==> src/rtl/apple2_ps2_pkg.sv <==
// Shared types and byte constants for the PS/2 keyboard receiver.
package apple2_ps2_pkg;

  // Frame receiver states
  typedef enum logic [1:0] {
    S_IDLE   = 2'd0,
    S_DATA   = 2'd1,
    S_PARITY = 2'd2,
    S_STOP   = 2'd3
  } ps2_state_e;

  // Decoded key event as presented on PS2_Key
  typedef struct packed {
    logic       toggle;
    logic       make;
    logic       ext;
    logic [7:0] code;
  } ps2_key_t;

  localparam int unsigned KEY_W = 11;

  localparam logic [7:0] BYTE_EXT   = 8'hE0;
  localparam logic [7:0] BYTE_BRK   = 8'hF0;
  localparam logic [7:0] BYTE_PAUSE = 8'hE1;

  // Bytes following E1 that belong to the Pause sequence
  localparam int unsigned PAUSE_SKIP_LEN = 7;

  // Keyboard status/response bytes dropped unless a prefix is pending
  function automatic logic is_discard(input logic [7:0] b);
    case (b)
      8'h00, 8'hAA, 8'hEE, 8'hFA, 8'hFC, 8'hFE, 8'hFF: is_discard = 1'b1;
      default:                                         is_discard = 1'b0;
    endcase
  endfunction

endpackage

==> src/rtl/ps2_line_filter.sv <==
// Two-flop synchronizer plus glitch filter for one PS/2 line.
// Ports: clk, rst_n (async, active low), i_line (raw line), o_level (filtered level).
module ps2_line_filter #(
  parameter int unsigned FILTER_LEN = 8
) (
  input  logic clk,
  input  logic rst_n,
  input  logic i_line,
  output logic o_level
);

  localparam int unsigned CNT_W = (FILTER_LEN > 1) ? $clog2(FILTER_LEN) : 1;

  logic [1:0]       r_sync;
  logic             r_level;
  logic [CNT_W-1:0] r_cnt;

  // r_cnt counts consecutive samples that disagree with the current level
  always_ff @(posedge clk or negedge rst_n) begin
    if (!rst_n) begin
      r_sync  <= 2'b11;
      r_level <= 1'b1;
      r_cnt   <= '0;
    end else begin
      r_sync <= {r_sync[0], i_line};
      if (r_sync[1] == r_level) begin
        r_cnt <= '0;
      end else if (r_cnt == CNT_W'(FILTER_LEN - 1)) begin
        r_level <= r_sync[1];
        r_cnt   <= '0;
      end else begin
        r_cnt <= r_cnt + CNT_W'(1);
      end
    end
  end

  assign o_level = r_level;

endmodule

==> src/rtl/ps2_key_source.sv <==
// PS/2 set-2 keyboard receiver producing toggle-flagged key events.
// Ports: CLK_14M (clock), reset_n (async, active low), ps2_clk/ps2_data (raw lines),
//        PS2_Key (event word), frame_err (1-cycle error pulse), busy (frame in progress).
module ps2_key_source
  import apple2_ps2_pkg::*;
#(
  parameter int unsigned FILTER_LEN = 8,
  parameter int unsigned TIMEOUT    = 1432
) (
  input  logic             CLK_14M,
  input  logic             reset_n,
  input  logic             ps2_clk,
  input  logic             ps2_data,
  output logic [KEY_W-1:0] PS2_Key,
  output logic             frame_err,
  output logic             busy
);

  localparam int unsigned TO_W = $clog2(TIMEOUT + 1);

  logic            w_clk_filt;
  logic            w_fall;
  logic            w_data;

  logic [1:0]      r_data_sync;
  logic            r_clk_prev;
  ps2_state_e      r_state,     w_state_nxt;
  logic [2:0]      r_bit_cnt,   w_bit_cnt_nxt;
  logic [7:0]      r_shift,     w_shift_nxt;
  logic            r_par_ok,    w_par_ok_nxt;
  logic [TO_W-1:0] r_to_cnt,    w_to_cnt_nxt;
  logic            r_ext,       w_ext_nxt;
  logic            r_brk,       w_brk_nxt;
  logic [2:0]      r_skip,      w_skip_nxt;
  ps2_key_t        r_key,       w_key_nxt;
  logic            r_frame_err, w_frame_err_nxt;
  logic            r_busy,      w_busy_nxt;

  ps2_line_filter #(
    .FILTER_LEN(FILTER_LEN)
  ) u_clk_filter (
    .clk    (CLK_14M),
    .rst_n  (reset_n),
    .i_line (ps2_clk),
    .o_level(w_clk_filt)
  );

  assign w_fall = r_clk_prev & ~w_clk_filt;
  assign w_data = r_data_sync[1];

  // State and datapath registers
  always_ff @(posedge CLK_14M or negedge reset_n) begin
    if (!reset_n) begin
      r_data_sync <= 2'b11;
      r_clk_prev  <= 1'b1;
      r_state     <= S_IDLE;
      r_bit_cnt   <= '0;
      r_shift     <= '0;
      r_par_ok    <= 1'b0;
      r_to_cnt    <= '0;
      r_ext       <= 1'b0;
      r_brk       <= 1'b0;
      r_skip      <= '0;
      r_key       <= '0;
      r_frame_err <= 1'b0;
      r_busy      <= 1'b0;
    end else begin
      r_data_sync <= {r_data_sync[0], ps2_data};
      r_clk_prev  <= w_clk_filt;
      r_state     <= w_state_nxt;
      r_bit_cnt   <= w_bit_cnt_nxt;
      r_shift     <= w_shift_nxt;
      r_par_ok    <= w_par_ok_nxt;
      r_to_cnt    <= w_to_cnt_nxt;
      r_ext       <= w_ext_nxt;
      r_brk       <= w_brk_nxt;
      r_skip      <= w_skip_nxt;
      r_key       <= w_key_nxt;
      r_frame_err <= w_frame_err_nxt;
      r_busy      <= w_busy_nxt;
    end
  end

  // Frame sequencing, byte decode and timeout
  always_comb begin
    w_state_nxt     = r_state;
    w_bit_cnt_nxt   = r_bit_cnt;
    w_shift_nxt     = r_shift;
    w_par_ok_nxt    = r_par_ok;
    w_to_cnt_nxt    = (r_state == S_IDLE) ? '0 : r_to_cnt + TO_W'(1);
    w_ext_nxt       = r_ext;
    w_brk_nxt       = r_brk;
    w_skip_nxt      = r_skip;
    w_key_nxt       = r_key;
    w_frame_err_nxt = 1'b0;

    case (r_state)
      S_IDLE: begin
        if (w_fall) begin
          if (!w_data) begin
            w_state_nxt   = S_DATA;
            w_bit_cnt_nxt = '0;
          end else begin
            w_frame_err_nxt = 1'b1;
          end
        end
      end
      S_DATA: begin
        if (w_fall) begin
          w_shift_nxt   = {w_data, r_shift[7:1]};
          w_bit_cnt_nxt = r_bit_cnt + 3'd1;
          if (r_bit_cnt == 3'd7) w_state_nxt = S_PARITY;
        end
      end
      S_PARITY: begin
        if (w_fall) begin
          w_par_ok_nxt = ^{r_shift, w_data};
          w_state_nxt  = S_STOP;
        end
      end
      S_STOP: begin
        if (w_fall) begin
          w_state_nxt = S_IDLE;
          if (!r_par_ok || !w_data) begin
            w_frame_err_nxt = 1'b1;
            w_ext_nxt       = 1'b0;
            w_brk_nxt       = 1'b0;
          end else if (r_skip != 3'd0) begin
            w_skip_nxt = r_skip - 3'd1;
          end else if (r_shift == BYTE_EXT) begin
            w_ext_nxt = 1'b1;
          end else if (r_shift == BYTE_BRK) begin
            w_brk_nxt = 1'b1;
          end else if (r_shift == BYTE_PAUSE) begin
            w_skip_nxt = 3'(PAUSE_SKIP_LEN);
          end else if (is_discard(r_shift) && !r_ext && !r_brk) begin
            w_skip_nxt = r_skip;
          end else begin
            w_key_nxt.toggle = ~r_key.toggle;
            w_key_nxt.make   = ~r_brk;
            w_key_nxt.ext    = r_ext;
            w_key_nxt.code   = r_shift;
            w_ext_nxt        = 1'b0;
            w_brk_nxt        = 1'b0;
          end
        end
      end
      default: w_state_nxt = S_IDLE;
    endcase

    // An edge always restarts the timeout and takes priority over it
    if (w_fall) begin
      w_to_cnt_nxt = '0;
    end else if (r_state != S_IDLE && r_to_cnt == TO_W'(TIMEOUT - 1)) begin
      w_state_nxt     = S_IDLE;
      w_frame_err_nxt = 1'b1;
      w_to_cnt_nxt    = '0;
    end

    w_busy_nxt = (w_state_nxt != S_IDLE);
  end

  assign PS2_Key   = r_key;
  assign frame_err = r_frame_err;
  assign busy      = r_busy;

endmodule

==> config.mk <==
export PLATFORM = sky130hd
export DESIGN_NAME = ps2_key_source
export DESIGN_NICKNAME = d
export VERILOG_FILES = /design/src/rtl/apple2_ps2_pkg.sv /design/src/rtl/ps2_line_filter.sv /design/src/rtl/ps2_key_source.sv
export SDC_FILE = /design/constraint.sdc
export NUM_CORES = 1
export LEC_CHECK = 0
export BUFFER_PORTS_ARGS = -buffer_cell sky130_fd_sc_hd__buf_4
export CORE_ASPECT_RATIO = 1.25
export CORE_MARGIN = 5
export CORE_UTILIZATION = 37
export CTS_CLUSTER_DIAMETER = 60
export CTS_CLUSTER_SIZE = 12
export DETAILED_ROUTE_END_ITERATION = 12
export REMOVE_ABC_BUFFERS = 1
export SLEW_MARGIN = 20
export SYNTH_ARGS = -nofsm -noshare
export SYNTH_HDL_FRONTEND = slang
export SYNTH_HIERARCHICAL = 1
export SYNTH_SLANG_ARGS = --single-unit
==> constraint.sdc <==
create_clock -name CLK_14M -period 6 [get_ports CLK_14M]
set_clock_uncertainty 0.1 [all_clocks]
set_input_delay 0.9 -clock CLK_14M [delete_from_list [all_inputs] [get_ports CLK_14M]]
set_output_delay 0.9 -clock CLK_14M [all_outputs]
set_load 0.05 [all_outputs]
; ---- Word-level counts from Yosys, hierarchy flattened
; Cells that the tools add are included.
[totals]
inputBits = 4
ramBits = 0
mem_bits_ro = 0
n_memories = 0
ff_bits = 52
latchBits = 0
[op_classes]
eq_ne = 28
multipliers = 0
n_mux = 47
bitwise = 11
shift = 0
n_lt_le_gt_ge = 0
div = 0
add_sub_neg = 4
reduce_logical = 25
[op_table]
columns = cell, n
row1 = "8-bit == test, second input constant", 9
row2 = 11-bit two-way mux, 3
row3 = 3-bit two-way mux, 9
row4 = 1-bit two-way mux, 24
row5 = 6-bit AND reduction, 3
row6 = 2-bit two-way mux, 8
row7 = "3-bit != test, second input constant", 5
row8 = "2-bit != test, second input constant", 7
row9 = "11-bit by 1-bit adder with 11-bit output, second input constant", 1
row10 = "11-bit == test, second input constant", 1
row11 = 1-bit inverter, 10
row12 = 9-bit parity, 1
row13 = 8-bit logical NOT, 1
row14 = 2-bit case mux with 4 select lines, 1
row15 = 8-bit AND reduction, 1
row16 = 2-bit nonzero test, 4
row17 = 7-bit OR reduction, 1
row18 = "3-bit by 1-bit adder with 3-bit output, second input constant", 2
row19 = "3-bit == test, second input constant", 2
row20 = 3-bit case mux with 2 select lines, 1
row21 = 2-bit AND reduction, 3
row22 = "2-bit == test, second input constant", 2
row23 = 1-bit logical NOT, 4
row24 = 4-bit AND reduction, 1
row25 = other kinds (9), 11

; ---- Longest topological paths before layout
[logic_depth]
word_depth = 18
mapped_depth = 8
mapped_depth_nobuf = 7

; ---- Cells and area by module
; The synthesis kept the hierarchy.
[by_module_without_submodules]
columns = module, area_per_inst_um2, n_inst, cells_each
row1 = ps2_key_source, 2353.5, 1, 218
row2 = ps2_line_filter, 224.0, 1, 13

; ---- Worst setup path after synthesis
; OpenSTA, ideal clock, no wires.
[synth_timing]
path_type = flip-flop to flip-flop
start = register r_skip[0]
end = register r_key, in the netlist PS2_Key[1]
synth_period_minus_slack_ps = 1934
slack_ps = 4066
path_buffers = 1
stages_incl_launch_ff = 9
t_arrival_ps = 1709
cell_sequence = dfrtp_1 inv_1 ha_1 nor2b_1 o31ai_2 a21oi_2 nand3_2 buf_12 mux2_4
[synth_via]
elab_chain_cells = 3
[synth_rtl]
columns = element, line_no
row1 = start: declaration, ps2_key_source.sv:34  ; logic [2:0] r_skip, w_skip_nxt;
row2 = start signal: assignment, ps2_key_source.sv:77  ; r_skip <= w_skip_nxt;
row3 = 3-bit nonzero test, ps2_key_source.sv:128  ; end else if (r_skip != 3'd0) begin
row4 = 1-bit inverter (no line), --
row5 = 8-bit AND reduction (no line), --
row6 = end signal: assignment, ps2_key_source.sv:78  ; r_key <= w_key_nxt;
row7 = end: declaration, ps2_key_source.sv:35  ; ps2_key_t r_key, w_key_nxt;
; No other way between the ends.
; A chain may end at the register's enable or synchronous reset.

; ---- Worst setup path after layout
[layout_timing]
start = register r_skip[0]
end = register r_key, in the netlist PS2_Key[4]
; Same word-level chain as after synthesis.

==> flow_summary.toml <==
[yosys]
syn-cell-area_um2 = 2577
yosys.area_share.simple_pct = 15.73
synth_top_area_share_pct = 44.66
yosysWarnings = 6
synth_top_family_by_area = "simple AND/OR/NAND/NOR gates"
synth_most_common_cell = "dfrtp_1"
synth_xor_area_share_pct = 6.796
synth-compound-area-share_pct = 8.252
synth-seq-cells = 52
ys_top_cells_by_count = "dfrtp_1 (46), nor2_1 (26), nand2_1 (18), xnor2_1 (13), ha_1 (11)"
yosysUniqueCellTypes = 46
synthFlopType = "dfrtp_1"
yosysTopAreaCell = "dfrtp_1"
synth_adder_area_share_pct = 5.340
synth_area_leaders = "dfrtp_1 (45%), dfstp_2 (6.1%), ha_1 (5.3%), mux2_4 (4.7%), xnor2_1 (4.4%)"
ys_seq_area_share_pct = 50.78
synth_edf_count = 0
synth_mux_area_share_pct = 8.544
async_reset_ff_share_pct = 100.0
avgSynthCellArea_um2 = 11.16
syn_inst = 231

[sta]
hold_viol_final = 0
whs_ps = 262.5
fin_tns_setup_ps = 0
worstMarginPinSlew_ps = 630.1
max_slew_margin_pct = 58.00
grt_setup_unrepaired = "false"
slew_viol_final = 0
setup_viol = 0
layout_setup_ws_ps = 3787
finalCriticalPeriod_ps = 2213
max_freq_mhz = 451.9
fin_crit_sh_pct = 36.88

[detailed_routing]
avgViaCountPerCell = 4.884
wl_met3_um = 155
wl_per_cell_um = 12.90
drtIter0Drc = 64
ant_nets = 0
met1_length_um = 1936
met2_length_um = 2199
routed.top_layer = "met4"
vias = 1641
routed_wl_um = 4334
first_pass_iters = 4
drc_errors = 0

[grt]
overflow = 0
antenna_found_initial = 0
grt_pass1_vias = 1714
grt_pass1_wl_um = 7948
grt_max_degree = 53
track_usage_pct = 11.07

[clock_network]
clock_path_buffers = 2
clk_pin_slew_ps = 100
htreeDepth = 2
cts_tree = "built"
cts.hold.buffers_added = 0
numCtsBuffers = 5
cts.sinks = 52
clkLatencyLatePin_ps = 300
root_buffer = "clkbuf_8"
cts_setup_buffers = 0
cts_resized = 0

[floorplan]
initial_core_util_pct = 37.40
io_pins = 17
die_w_um = 84.65
die_h_um = 103.3
die-area_um2 = 8746
coreArea_um2 = 6892
rows = 34

[place]
hpwl_um = 3098
preCtsSetupSlack_ps = 3775
place_congestion = 0.8569
portBuffers = 16

[power]
power_uw = 765.4
power_leakage_uw = 0.001292
ir_worst_vdd_v = 0.0001380
p_comb_share_pct = 19.6
p_sw_uw = 230.2
p_per_area_nw_per_um2 = 271.5
pwr-share-clk_pct = 26.5
p_int_uw = 535.2
pwr-share-seq_pct = 53.9
swShare_pct = 30.08

[hold_path]
hp-class = "reg -> reg"

[final_layout]
fill_cells = 669
layout.nets = 260
areaGrowthSynthToFinish_pct = 9.369
diodes = 0
fin_util_pct = 40.90
layout-drive-gt1-share_pct = 21.14

[critical_path]
crit_path_start_kind = "flip-flop"
crit_type = "reg -> reg"
end_kind = "flip-flop"
arrival_ps = 2310
worst-path-max-fanout = 11
crit_required_ps = 6100

[status]
status = "complete, no violations"

[job]
drv_cap = 0
-- per-stage QoR --
step	std cells	area, µm²
floorplan	222	2494
global placement	328	2726
detailed placement	328	2726
CTS	336	2819
global route	336	2819
finish	336	2819
-- per-layer routing --
layer | vias up | GRT usage (%)
met3 | 5 | 2.773
met1 | 795 | 13.39
li1 | 816 | -
met2 | 25 | 19.53
met4 | 0 | 3.410
met5 | - | 0
-- placed cells by master (no fill, tap or decap), drive strengths merged, types with 2 or more instances in the layout --
cell type / synthesis / layout
clkbuf: 1 / 6
inv: 9 / 9
or2: 2 / 2
dfstp: 6 / 6
dfrtp: 46 / 46
nor3: 3 / 3
nor2: 26 / 26
xor2: 7 / 7
mux2: 16 / 16
a211oi: 3 / 3
xnor2: 13 / 13
nand2b: 2 / 2
o21ai: 10 / 10
nand4: 4 / 4
a21oi: 11 / 11
nor2b: 3 / 3
a211o: 2 / 2
nand2: 18 / 18
and2: 2 / 2
nand3: 10 / 10
ha: 11 / 11
a32o: 2 / 2
clkinv: 0 / 2
buf: 8 / 16
nor4: 2 / 2
-- kinds of logic (layout without fill, tap and decap cells) --
group / count (synthesis) / count (layout)
AOI/OAI and AO/OA: 33 / 33
and+or+nand+nor: 80 / 80
xor gates and xnor gates: 20 / 20
adders and majority gates: 11 / 11
muxes: 17 / 17
buffers and inverters: 18 / 33
DFF: 52 / 52
-- power by group through the flow --
stage | clock, µW | combinational, µW | sequential [µW]
CTS | 214 | 153 | 413
floorplan | 0 | 97.5 | 428
detailed placement | 0 | 152 | 420
global placement | 0 | 148 | 419
global route | 228 | 173 | 418
finish | 203 | 150 | 412
-- final cells by class --
| cell class | count | area, µm² | share of cell area [%] |
|---|---|---|---|
| clock buffers | 6 | 82.58 | 2.929 |
| inverters | 9 | 33.78 | 1.198 |
| multi-input cells | 161 | 1151 | 40.83 |
| well taps | 90 | 112.6 | 3.995 |
| repair buffers | 16 | 120.1 | 4.261 |
| clock inverters | 2 | 10.01 | 0.3551 |
| flip-flops and latches | 52 | 1309 | 46.43 |
-- worst paths after layout --
check                                             from                endpoint  slack [ps]  cells after the start
worst max-delay path                         r_skip[0]              PS2_Key[4]        3790                      7
worst min-delay path            u_clk_filter/r_sync[0]  u_clk_filter/r_sync[1]         260                      0
worst max register to register               r_skip[0]              PS2_Key[4]        3790                      7
worst min register to register  u_clk_filter/r_sync[0]  u_clk_filter/r_sync[1]         260                      0
max in group asynchronous                      reset_n                    busy        4860                      1
min in group asynchronous                      reset_n             PS2_Key[10]         500                      1
-- sequential cells by signal, indices dropped and copies added (netlist names), 2 cells and up --
register / flops
r_skip: 3
r_data_sync: 2
r_bit_cnt: 3
r_to_cnt: 11
u_clk_filter/r_sync: 2
PS2_Key: 11
u_clk_filter/r_cnt: 3
r_state: 2
r_shift: 8
-- worst max-delay path: stages (launching register included) --
cell and delay, ps:
dfrtp_1 400, inv_1 80, ha_1 180, nor2b_1 330
o31ai_2 130, a21oi_2 160, nand3_2 330, mux2_4 400
Note: power is estimated with default switching activity, not from simulation.
